### src/rtl/program_loader.sv
// program_loader
//   Boot-time loader that sits in front of the CPU's unified memory. It takes a
//   byte stream holding the text segment followed by the data segment. Bytes are
//   packed big-endian into 32-bit words, and each word is written to its segment
//   window. When both segments are written, the CPU is released through cpu_run.
//
// Ports
//   clk         system clock, all state updates on the rising edge
//   rst_n       asynchronous active-low reset
//   in_valid    stream byte valid
//   in_ready    loader can accept a byte (high in the two LOAD states)
//   in_data     stream byte
//   in_last     marks the final byte of the current segment
//   load_start  restart request, honoured only in DONE
//   mem_we      one-cycle word write strobe
//   mem_addr    word-aligned byte address of the write (held between strobes)
//   mem_wdata   packed word being written (held between strobes)
//   cpu_run     CPU release, high only once loading has finished
//   pad_err     sticky: a segment ended in the middle of a word
//   ovf_err     sticky: a segment ran past its address window
module program_loader #(
  parameter logic [31:0] TEXT_BASE  = 32'h0000_0000,
  parameter logic [31:0] DATA_BASE  = 32'h0000_2000,
  parameter logic [31:0] DATA_LIMIT = 32'h0000_4000
) (
  input  logic        clk,
  input  logic        rst_n,
  input  logic        in_valid,
  output logic        in_ready,
  input  logic [7:0]  in_data,
  input  logic        in_last,
  input  logic        load_start,
  output logic        mem_we,
  output logic [31:0] mem_addr,
  output logic [31:0] mem_wdata,
  output logic        cpu_run,
  output logic        pad_err,
  output logic        ovf_err
);

  typedef enum logic [1:0] {
    LOAD_TEXT = 2'd0,
    LOAD_DATA = 2'd1,
    DONE      = 2'd2
  } state_t;

  state_t      state, next_state;
  logic [1:0]  byte_cnt;
  logic [31:0] wptr;
  logic [31:0] acc_p0;
  logic [31:0] packed_word;
  logic        accept;
  logic        word_done;
  logic        in_window;
  logic        restart;

  // Word pointer advance. The pointer sticks at the top aligned word and never
  // wraps to 0; a wrapped pointer would pass the window check and overwrite
  // low memory.
  function automatic logic [31:0] sat_add4(input logic [31:0] a);
    logic [32:0] sum;
    sum = {1'b0, a} + 33'd4;
    return sum[32] ? 32'hFFFF_FFFC : sum[31:0];
  endfunction

  always_ff @(posedge clk or negedge rst_n) begin
    if (!rst_n) state <= LOAD_TEXT;
    else        state <= next_state;
  end

  always_comb begin
    next_state  = state;
    restart     = 1'b0;
    in_window   = 1'b1;
    accept      = in_valid && in_ready;
    word_done   = accept && ((byte_cnt == 2'd3) || in_last);
    // Bytes after the incoming one are zero. A short final word is therefore
    // already zero-padded in its low bytes.
    packed_word = acc_p0;
    case (byte_cnt)
      2'd0:    packed_word = {in_data, 24'h0};
      2'd1:    packed_word = {acc_p0[31:24], in_data, 16'h0};
      2'd2:    packed_word = {acc_p0[31:16], in_data, 8'h0};
      default: packed_word = {acc_p0[31:8], in_data};
    endcase
    case (state)
      LOAD_TEXT: begin
        in_window = (wptr < DATA_BASE);
        if (accept && in_last) next_state = LOAD_DATA;
      end
      LOAD_DATA: begin
        in_window = (wptr < DATA_LIMIT);
        if (accept && in_last) next_state = DONE;
      end
      DONE: begin
        if (load_start) begin
          next_state = LOAD_TEXT;
          restart    = 1'b1;
        end
      end
      default: next_state = LOAD_TEXT;
    endcase
  end

  // Stage p0: byte accumulator. It holds data only; a stale value is never read,
  // because byte 0 of every word overwrites the whole register.
  always_ff @(posedge clk) begin
    if (accept) acc_p0 <= packed_word;
  end

  // Stage p1: write register and control. This register is loaded on the same
  // edge that clears byte_cnt. A byte arriving during the strobe cycle therefore
  // starts the next word without a bubble.
  always_ff @(posedge clk or negedge rst_n) begin
    if (!rst_n) begin
      in_ready  <= 1'b0;
      byte_cnt  <= 2'd0;
      wptr      <= TEXT_BASE;
      mem_we    <= 1'b0;
      mem_addr  <= 32'h0;
      mem_wdata <= 32'h0;
      cpu_run   <= 1'b0;
      pad_err   <= 1'b0;
      ovf_err   <= 1'b0;
    end else begin
      in_ready <= (next_state != DONE);
      // Entry into DONE coincides with the last strobe. Waiting one DONE cycle
      // keeps cpu_run from overlapping mem_we.
      cpu_run  <= (state == DONE) && (next_state == DONE);
      mem_we   <= word_done && in_window;

      if (restart)        byte_cnt <= 2'd0;
      else if (word_done) byte_cnt <= 2'd0;
      else if (accept)    byte_cnt <= byte_cnt + 2'd1;

      if (restart) begin
        wptr <= TEXT_BASE;
      end else if (word_done) begin
        if (state == LOAD_TEXT && in_last) wptr <= DATA_BASE;
        else                               wptr <= sat_add4(wptr);
      end

      if (word_done && in_window) begin
        mem_addr  <= wptr;
        mem_wdata <= packed_word;
      end

      if (restart)                                       pad_err <= 1'b0;
      else if (accept && in_last && (byte_cnt != 2'd3))  pad_err <= 1'b1;

      if (restart)                     ovf_err <= 1'b0;
      else if (word_done && !in_window) ovf_err <= 1'b1;
    end
  end

endmodule
### config.mk
export PLATFORM = sky130hd
export DESIGN_NAME = program_loader
export DESIGN_NICKNAME = d
export VERILOG_FILES = /design/src/rtl/program_loader.sv
export SDC_FILE = /design/constraint.sdc
export NUM_CORES = 1
export LEC_CHECK = 0
export CORE_UTILIZATION = 40
export CTS_BUF_LIST = sky130_fd_sc_hd__clkbuf_4 sky130_fd_sc_hd__clkbuf_8
export DETAILED_ROUTE_END_ITERATION = 10
export PLACE_DENSITY_LB_ADDON = 0.15
export SKIP_LAST_GASP = 1
export SLEW_MARGIN = 5
export SYNTH_ARGS = -nofsm -noshare
export SYNTH_HDL_FRONTEND = slang
export SYNTH_SLANG_ARGS = --single-unit
### constraint.sdc
create_clock -name clk -period 2.79 [get_ports clk]
set_clock_uncertainty 0.1 [all_clocks]
set_input_delay 0.279 -clock clk [delete_from_list [all_inputs] [get_ports clk]]
set_output_delay 0.279 -clock clk [all_outputs]
set_load 0.1 [all_outputs]
==> key figures <==
Clock tree
  – Clock transition at path regs: 0.07 ns
  – Setup Buffers After CTS: 0
  – Clk sinks: 125
  – Root buf cell: clkbuf_8
  – CTS tree: done
  – Clock buffer depth: 2
  – Clock latency on the worst-skew pair: 0.45 ns
  – CTS H-tree lvls: 4
  – CTS Buf Count: 17

Critical path
  – CP max stage delay: 0.51 ns
  – CP startpoint: wptr[31]
  – Crit-path cells: or4_1 > a2111oi_0 > a41o_1 > nand2_4 > buf_12 > mux2_1
  – Worst-path fanout max: 51
  – RR Startpoint: wptr[31]
  – CP arrival: 2.72 ns
  – CP max-delay cell: or4_1
  – R2R setup slack: 0.31 ns
  – CP Capture Type: flop
  – Worst EP required: 3.02 ns
  – Critical Path Start Type: flop
  – FF-to-FF End: mem_wdata[14]
  – R2R depth: 6
  – WS Path Type: flop to flop

GRT
  – Initial antenna violation count: 0
  – Overflow after GRT: 0
  – GR Util All Layers: 0.188
  – First-pass GRT wire length: 21400 µm
  – Largest net degree at the start of global routing: 67
  – Vias in the first global route: 3978

Die
  – Num rows: 43
  – Die Span Y: 123 µm
  – Die area: 15100 µm²
  – Initial cell density of the core: 0.416
  – Core area: 14100 µm²
  – Number of I/O pins: 82
  – DIE WIDTH: 123 µm

Timing
  – Relative slew slack: 0.431
  – Min cycle time layout: 2.48 ns
  – Setup TNS: 0 ns
  – Max Fclk: 402 MHz
  – Final setup fails: 0
  – Final Max Tran Viols: 0
  – RSZ-0062 raised after global routing: no
  – Hold Vio Cnt, Final: 0
  – Slew at the pin closest to its max-slew limit: 0.853 ns
  – Final worst path period share: 0.891

Final layout
  – Most frequent cells in the layout: 101 x dfrtp_1, 84 x buf_4, 51 x mux2_4, 33 x nand2_1, 27 x o21ai_1
  – Fin cells: 765
  – Final Net Count: 590
  – Final core occ: 0.503
  – Commonest non-fill, non-tap cell in the layout: dfrtp_1
  – Fill count: 1265
  – Multi-input logic area: 2360 µm²
  – Share of cells above drive strength 1: 0.292
  – Area Overhead vs Synth: 21.0%
  – Sequential cell area: 3250 µm²
  – Number of diodes: 0

Placement
  – Post-DP HPWL: 8840 µm
  – Placed cell count: 732
  – # port buffers: 79
  – Placer Congestion: 0.807

Synthesis
  – Register area share after synthesis: 0.554
  – Syn Area/Cell: 12.0 µm²
  – Synthesized cell area: 5860 µm²
  – Yosys cell types: 53
  – YS warnings: 0
  – Post-synth EDFFs: 24
  – Top_reg_cell synth: dfrtp_1
  – FFs w/ async S/R, synth: 0.808
  – Post-synthesis cell count: 488
  – Synthesized flop and latch total: 125

Power and ir drop
  – Logic pwr share: 0.466
  – PD cells: 1110 nW/µm²
  – Switching Power: 3.59 mW
  – Power, Total: 7.86 mW
  – VDD IR max: 0.000638 V
  – Static Leak: 3.39 nW
  – Sw Share: 0.456
  – Int Pwr: 4.27 mW
  – Clock share of power: 0.205
  – Flop pwr share: 0.329

Route
  – Iter 0 DRT Violations: 382
  – Detailed-route DRC error count: 0
  – Via/cell ratio: 5.35
  – Final ANT Viol Nets: 0
  – Final wirelength: 13200 µm
  – Vias: 4094
  – Number of iterations in the first detailed-routing pass: 4
  – WL/cell: 17.3 µm

Status
  – Status: finished, final reports clean

Run
  – # Max-Cap Violations: 0

Worst hold path
  – Worst Hold Class: input port to asynchronous set/reset pin
-- final cells by class --
cell class	instances	share of cell area
clock buffer	22	0.0383
clock inverter	10	0.0171
inverter	20	0.0106
multi-input combinational	310	0.333
sequential	125	0.458
tap	180	0.0318
timing repair buffer	98	0.112
-- stage by stage --
stage | hold slack, ns | instance area, µm² | setup WS (ns)
4_1_cts | 0.385 | 7090 | 0.215
5_1_grt | 0.393 | 7090 | 0.141
6_report | 0.384 | 7090 | 0.305
2_1_floorplan | -0.117 | 5870 | 0.124
3_5_place_dp | 0.356 | 6680 | 0.237
3_3_place_gp | 0.340 | 6680 | 0.238
-- power by group through the flow --
stage | combinational (mW) | clock [mW] | sequential, mW
CTS | 3.68 | 1.65 | 2.59
finish | 3.66 | 1.61 | 2.59
detailed placement | 3.67 | 0 | 2.63
global placement | 3.63 | 0 | 2.62
global route | 3.84 | 1.72 | 2.64
floorplan | 1.25 | 0 | 4.29
-- worst max-delay path: cells and delay by family, from the launching register on --
kind                   cells  cell delay, ns
multiplexers               1            0.35
AND/OR/NAND/NOR            2            0.58
flip-flops                 1            0.42
AO/OA/AOI/OAI              2            0.67
buffers and inverters      1            0.22
-- kinds of logic (layout without fill, tap and decap cells) --
logic type | after synthesis | after routing | synth area share
mux | 55 | 55 | 0.138
simple gates | 115 | 115 | 0.0993
flops | 125 | 125 | 0.554
buf+inv | 54 | 150 | 0.0450
other cells | 1 | 2 | 0.000640
fa+ha+maj | 5 | 5 | 0.0107
xor+xnor | 1 | 1 | 0.00149
compound gates | 132 | 132 | 0.151
-- registers in the layout, indices dropped and copies added (netlist names), 2 cells and up --
name,count
mem_wdata,32
mem_addr,30
wptr,30
acc_p0,24
byte_cnt,2
state,2
-- cell usage after synthesis, drive strengths merged (4+ instances only) --
library cell	n	share of area
nor4	6	0.0064
ha	5	0.011
clkbuf	22	0.014
edfxtp	24	0.12
o21ai	49	0.042
inv	20	0.013
a31oi	6	0.0064
a21bo	8	0.014
nand4	16	0.017
and3	4	0.0043
a22o	22	0.033
a21o	5	0.0064
nor3	12	0.010
nor2	12	0.0077
o21a	5	0.0064
dfrtp	101	0.43
a21oi	19	0.016
buf	12	0.018
nand2	34	0.023
nand3	18	0.015
mux2	54	0.14
-- timing repair --
item                                   CTS  global route
endpoints found under the hold margin   63             0
hold buffers                             1             0
resized for setup                        0             1
setup endpoints to repair                0             2
-- worst max path at each step --
stage	endpoint	slack, ns
after floorplan	mem_wdata[0]	0.12
after global placement	wptr[30]	0.24
after detailed placement	wptr[30]	0.24
after CTS	wptr[30]	0.21
after global routing	mem_wdata[15]	0.14
final	mem_wdata[14]	0.31
-- metal layers --
layer | wire length, µm | global-route usage | part of all wire | vias to the layer above
li1 | - | - | - | 1962
met1 | 6420 | 0.257 | 0.48 | 2013
met2 | 6060 | 0.286 | 0.46 | 102
met3 | 564 | 0.0438 | 0.043 | 17
met4 | 202 | 0.0813 | 0.015 | 0
met5 | 0 | 0 | 0 | -
(Power assumes the default switching activity.)
